### config.mk
export PLATFORM = sky130hd
export DESIGN_NAME = seq_mul8_ctrl
export DESIGN_NICKNAME = d
export VERILOG_FILES = /design/src/rtl/mul_pkg.sv /design/src/rtl/mul4x4_core.sv /design/src/rtl/seq_mul8_ctrl.sv
export SDC_FILE = /design/constraint.sdc
export NUM_CORES = 1
export LEC_CHECK = 0
export CORE_ASPECT_RATIO = 0.5
export CORE_MARGIN = 2
export CORE_UTILIZATION = 40
export CTS_CLUSTER_SIZE = 12
export DETAILED_ROUTE_END_ITERATION = 16
export PLACE_DENSITY_LB_ADDON = 0.3
export SETUP_SLACK_MARGIN = 0.4
export SLEW_MARGIN = 20
export SYNTH_ARGS = -nofsm -noshare
export SYNTH_HDL_FRONTEND = slang
export SYNTH_SLANG_ARGS = --single-unit
### constraint.sdc
create_clock -name clk -period 14.2 [get_ports clk]
set_clock_uncertainty 0.2 [all_clocks]
set_input_delay 2.84 -clock clk [delete_from_list [all_inputs] [get_ports clk]]
set_output_delay 2.84 -clock clk [all_outputs]
set_load 0.03 [all_outputs]
### src/rtl/mul_pkg.sv
// ============================================================================
// Module : mul_pkg
// Brief  : Shared FSM encoding, step count and per-step shift table for the
//          sequential 8x8 multiplier.
// Rev    : 1.0 - initial release
// ============================================================================
`default_nettype none

package mul_pkg;

  typedef enum logic [1:0] {
    ST_IDLE = 2'd0,
    ST_CALC = 2'd1,
    ST_DONE = 2'd2
  } state_t;

  localparam int NSTEP  = 4;
  localparam int STEP_W = 2;

  // Left shift applied to the 4x4 partial product of each CALC step.
  function automatic logic [3:0] step_shift(input logic [STEP_W-1:0] step);
    logic [3:0] sh;
    sh = 4'd0;
    case (step)
      2'd1:    sh = 4'd4;
      2'd2:    sh = 4'd4;
      2'd3:    sh = 4'd8;
      default: sh = 4'd0;
    endcase
    return sh;
  endfunction

endpackage

`default_nettype wire

### src/rtl/mul4x4_core.sv
// ============================================================================
// Module : mul4x4_core
// Brief  : Combinational 4x4 unsigned multiplier; two carry-save levels
//          reduce four partial-product rows, a ripple row resolves the sum.
// Rev    : 1.0 - initial release
// ============================================================================
`default_nettype none

module mul4x4_core (
  input  logic [3:0] i_a,
  input  logic [3:0] i_b,
  output logic [7:0] o_p
);

  logic [7:0] w_row [4];
  logic [7:0] w_s1, w_c1, w_s2, w_c2;
  logic [7:0] w_carry;

  for (genvar i = 0; i < 4; i++) begin : g_rows
    assign w_row[i] = {4'd0, (i_a & {4{i_b[i]}})} << i;
  end

  // Product never exceeds 8 bits, so carries shifted out of bit 7 are zero.
  assign w_s1 = w_row[0] ^ w_row[1] ^ w_row[2];
  assign w_c1 = ((w_row[0] & w_row[1]) | (w_row[0] & w_row[2]) |
                 (w_row[1] & w_row[2])) << 1;
  assign w_s2 = w_s1 ^ w_c1 ^ w_row[3];
  assign w_c2 = ((w_s1 & w_c1) | (w_s1 & w_row[3]) | (w_c1 & w_row[3])) << 1;

  assign w_carry[0] = 1'b0;
  for (genvar i = 0; i < 8; i++) begin : g_ripple
    assign o_p[i] = w_s2[i] ^ w_c2[i] ^ w_carry[i];
    if (i < 7) begin : g_cy
      assign w_carry[i+1] = (w_s2[i] & w_c2[i]) | (w_s2[i] & w_carry[i]) |
                            (w_c2[i] & w_carry[i]);
    end
  end

endmodule

`default_nettype wire

### src/rtl/seq_mul8_ctrl.sv
// ============================================================================
// Module : seq_mul8_ctrl
// Brief  : Sequential 8x8 unsigned multiplier, one shared 4x4 core over four
//          CALC steps. Optional op_cnt output with SEQ_MUL8_OPCNT_EN.
// Rev    : 1.0 - initial release
// ============================================================================
`default_nettype none

module seq_mul8_ctrl
  import mul_pkg::*;
#(
  parameter int NSTEP = mul_pkg::NSTEP
) (
  input  logic        clk,
  input  logic        rst_n,
  input  logic        start,
  input  logic [7:0]  a,
  input  logic [7:0]  b,
  output logic        busy,
  output logic        done,
  output logic [15:0] p
`ifdef SEQ_MUL8_OPCNT_EN
  ,
  output logic [7:0]  op_cnt
`endif
);

  localparam logic [STEP_W-1:0] LAST_STEP = STEP_W'(NSTEP - 1);

  state_t             r_state;
  logic [STEP_W-1:0]  r_step;
  logic [7:0]         r_a, r_b;
  logic [15:0]        r_acc;

  logic [3:0]         w_a_nib, w_b_nib;
  logic [7:0]         w_prod;
  logic [15:0]        w_pp, w_sum;

  // Step bit 1 picks the multiplicand nibble, bit 0 the multiplier nibble.
  assign w_a_nib = r_step[1] ? r_a[7:4] : r_a[3:0];
  assign w_b_nib = r_step[0] ? r_b[7:4] : r_b[3:0];

  mul4x4_core u_core (
    .i_a (w_a_nib),
    .i_b (w_b_nib),
    .o_p (w_prod)
  );

  assign w_pp  = {8'd0, w_prod} << step_shift(r_step);
  assign w_sum = r_acc + w_pp;

  always_ff @(posedge clk or negedge rst_n) begin
    if (!rst_n) begin
      r_state <= ST_IDLE;
      r_step  <= '0;
      r_a     <= 8'd0;
      r_b     <= 8'd0;
      r_acc   <= 16'd0;
      p       <= 16'd0;
      busy    <= 1'b0;
      done    <= 1'b0;
    end else begin
      done <= 1'b0;
      case (r_state)
        ST_IDLE: begin
          if (start) begin
            r_a     <= a;
            r_b     <= b;
            r_acc   <= 16'd0;
            r_step  <= '0;
            busy    <= 1'b1;
            r_state <= ST_CALC;
          end
        end
        ST_CALC: begin
          r_acc <= w_sum;
          if (r_step == LAST_STEP) begin
            p       <= w_sum;
            done    <= 1'b1;
            r_step  <= '0;
            r_state <= ST_DONE;
          end else begin
            r_step <= r_step + 1'b1;
          end
        end
        ST_DONE: begin
          busy    <= 1'b0;
          r_state <= ST_IDLE;
        end
        default: begin
          busy    <= 1'b0;
          r_state <= ST_IDLE;
        end
      endcase
    end
  end

`ifdef SEQ_MUL8_OPCNT_EN
  always_ff @(posedge clk or negedge rst_n) begin
    if (!rst_n) begin
      op_cnt <= 8'd0;
    end else if (r_state == ST_CALC && r_step == LAST_STEP) begin
      op_cnt <= op_cnt + 8'd1;
    end
  end
`endif

endmodule

`default_nettype wire

==> impl_metrics.py <==
metrics = {
    "clocking": {
        "cts_setup_buffers": 0,
        "h-tree-depth": 2,
        "post_cts_resize_count": 0,
        "cts_root_buf": "clkbuf_16",
        "cts_buffers": 5,
        "cts.sinks": 54,
        "clock_path_buffers": 2,
        "ctsHoldBuffers": 0,
        "clock_latency_ns": 0.30,
        "cts_tree": "done",
        "cts.clk_slew.worst_paths_ns": 0.07,
    },
    "drt": {
        "via_per_inst": 5.287,
        "drt_iter0_drc": 151,
        "post_drt_wl_per_cell_um": 14.52,
        "drc": 0,
        "vias": 2670,
        "antenna_left": 0,
        "firstDrtPassIters": 4,
        "wirelength_mm": 7.333,
    },
    "cells_and_area": {
        "finalNonFillerCells": 505,
        "post_route_cells_drive_above_1_share_pct": 10.43,
        "final_nets": 441,
        "final_area_um2": 4056,
        "n_antenna_cell": 0,
        "synthToLayoutAreaGrowth_pct": 17.25,
    },
    "floorplan": {
        "dieWidth_um": 135.5,
        "core_um2": 8202,
        "initial_core_util_pct": 42.18,
        "ios": 37,
        "fp.dieArea_um2": 9454,
        "die_h_um": 69.76,
        "placementRows": 23,
    },
    "timing": {
        "tns_ns": 0,
        "worst_slew_pin_slew_ns": 0.9083,
        "fmax_mhz": 175.0,
        "layout_min_cycle_time_ns": 5.715,
        "min_period_over_period_pct": 40.25,
        "slew_headroom_pct": 39.44,
        "hold_violations": 0,
        "setup_viol": 0,
        "slew_violations": 0,
        "hold_slack_ns": 0.2757,
        "rsz0062_at_grt": "no",
    },
    "critical_path": {
        "critPathKind": "reg -> reg",
        "crit_path_start_kind": "flip-flop",
        "arrival_ns": 5.71,
        "cp-end-kind": "flip-flop",
        "cp_max_fo": 8,
        "crit_required_ns": 14.20,
    },
    "synth": {
        "synthSimpleGateAreaFrac_pct": 15.59,
        "synth_fa_ha_area_share_pct": 12.80,
        "synth-xor-area-share_pct": 2.532,
        "synth_mux_area_share_pct": 9.295,
        "syn_inst": 363,
        "yosys_warnings": 0,
        "synth_edf_count": 0,
        "synth_area_um2": 3460,
        "synth_compound_area_share_pct": 16.67,
        "ys_seq_area_share_pct": 39.06,
        "yosysUniqueCellTypes": 50,
        "syn_nets": 412,
        "async_flop_share_pct": 100.0,
        "syn_avg_cell_area_um2": 9.530,
        "synth_top_family_by_area": "compound AO/OA/AOI/OAI gates",
        "synth-seq-cells": 54,
        "synth_ff_type": "dfrtp_1",
    },
    "grt": {
        "track_usage_pct": 16.40,
        "grt_max_degree": 55,
        "grt_pass1_wl_mm": 12.32,
        "antenna_found_initial": 0,
        "grt_overflow": 0,
        "grt_pass1_vias": 2539,
    },
    "placement": {
        "gp_congestion": 0.9182,
        "port_buffers": 36,
        "detailed_place_hpwl_mm": 5.460,
        "dpl.cell_count": 497,
        "place_area_um2": 3910,
    },
    "min_path": {
        "min_path_type": "reg -> reg",
    },
    "run_status": {
        "status": "complete, no violations",
    },
    "flow_run": {
        "maxCapViolations": 0,
    },
}
==> placed cells by master (no fill, tap or decap), drive strengths merged, types with 3 or more instances in the layout <==
cell           netlist  layout
a211oi               6       6
a21o                 4       4
a21oi               18      18
a22o                 3       3
a31oi                4       4
and2                 3       3
buf                 10       4
clkbuf               7       5
clkdlybuf4s50        0      35
dfrtp               54      54
fa                   9       9
ha                  21      21
inv                 17      17
mux2                17      17
mux2i               13      13
nand2               42      42
nand2b               7       7
nand3                5       5
nand4                5       5
nor2                24      24
nor2b                4       4
nor3                 8       8
o21a                 3       3
o21ai               32      32
o22ai                4       4
o31ai                4       4
or2                  6       6
or3                  4       4
xor2                 8       8
==> final cells by class <==
class	instances	area, µm²
fillers	792	4145
multi-input cells	275	1977
repair buffers	39	377.9
clock buffers	5	125.1
clock inverters	3	21.27
flip-flops and latches	54	1351
well taps	112	140.1
inverters	17	63.81
==> per-layer routing <==
metal,share of wire [%],global-route usage (%)
met5,0,0
met4,1.1,4.398
met2,42,23.69
met1,53,24.64
met3,3.6,3.582
==> path summary, 6_finish.rpt <==
path | cells after the start | slack [ns] | startpoint | end
setup / recovery | 18 | 8.49 | r_step[0] | r_acc[15]
hold / removal | 2 | 0.28 | p[6] | p[6]
min in group asynchronous | 2 | 2.46 | rst_n | r_b[7]
max in group asynchronous | 2 | 10.89 | rst_n | r_acc[9]
setup reg to reg | 18 | 8.49 | r_step[0] | r_acc[15]
hold reg to reg | 2 | 0.28 | p[6] | p[6]
==> per-stage QoR <==
step / utilization (%) / worst slack, ns
2_1_floorplan: - / 8.775
5_1_grt: 49.46 / 8.131
3_5_place_dp: 47.67 / 8.504
6_report: 49.46 / 8.485
3_3_place_gp: 47.67 / 8.617
4_1_cts: 49.46 / 8.497
==> flip-flops by register name, indices dropped and copies added, names as in the netlist <==
register	cells
r_state	2
r_a	8
busy	1
done	1
r_b	8
p	16
r_step	2
r_acc	16
==> Yosys cell counts, types with 4 or more instances <==
cell type / instances / area share (%)
clkbuf_1: 6 / 0.65
nand2b_1: 7 / 1.3
o31ai_1: 4 / 0.87
nor3_1: 8 / 1.2
xor2_1: 8 / 2.0
nor2_1: 24 / 2.6
inv_1: 17 / 1.8
o21ai_0: 27 / 3.9
mux2_2: 17 / 5.5
nand4_1: 5 / 0.90
nand3_1: 5 / 0.72
a31oi_1: 4 / 0.72
mux2i_1: 13 / 3.8
o22ai_1: 4 / 0.72
nor2b_1: 4 / 0.72
dfrtp_1: 54 / 39
nand2_1: 42 / 4.6
buf_2: 9 / 1.3
a211oi_1: 5 / 1.1
o21ai_1: 4 / 0.58
ha_1: 21 / 7.6
a21oi_1: 18 / 2.6
or3_1: 4 / 0.72
or2_2: 6 / 1.1
fa_1: 9 / 5.2
==> cells by family (layout without fill, tap and decap cells) <==
kind of cell | count (synthesis) | in the layout
and+or+nand+nor | 114 | 114
AOI/OAI and AO/OA | 91 | 91
DFF | 54 | 54
buffers and inverters | 34 | 64
adders and majority gates | 30 | 30
muxes | 30 | 30
xor gates and xnor gates | 10 | 10
==> worst max-delay path: stages (launching register included) <==
cell       delay, ns
dfrtp_1         0.55
mux2i_1         0.19
or2_2           0.32
fa_1            0.53
inv_1           0.05
fa_1            0.47
ha_1            0.22
fa_1            0.38
fa_1            0.36
inv_1           0.08
fa_1            0.43
o21ai_0         0.21
nor2b_1         0.17
ha_1            0.29
a21oi_1         0.26
a2111oi_1       0.12
o21a_1          0.13
or3_1           0.39
a32o_2          0.27
Power is left out: the tool's default activity adds up to more than one toggle a clock period on the data nets, which glitch-free logic cannot reach.
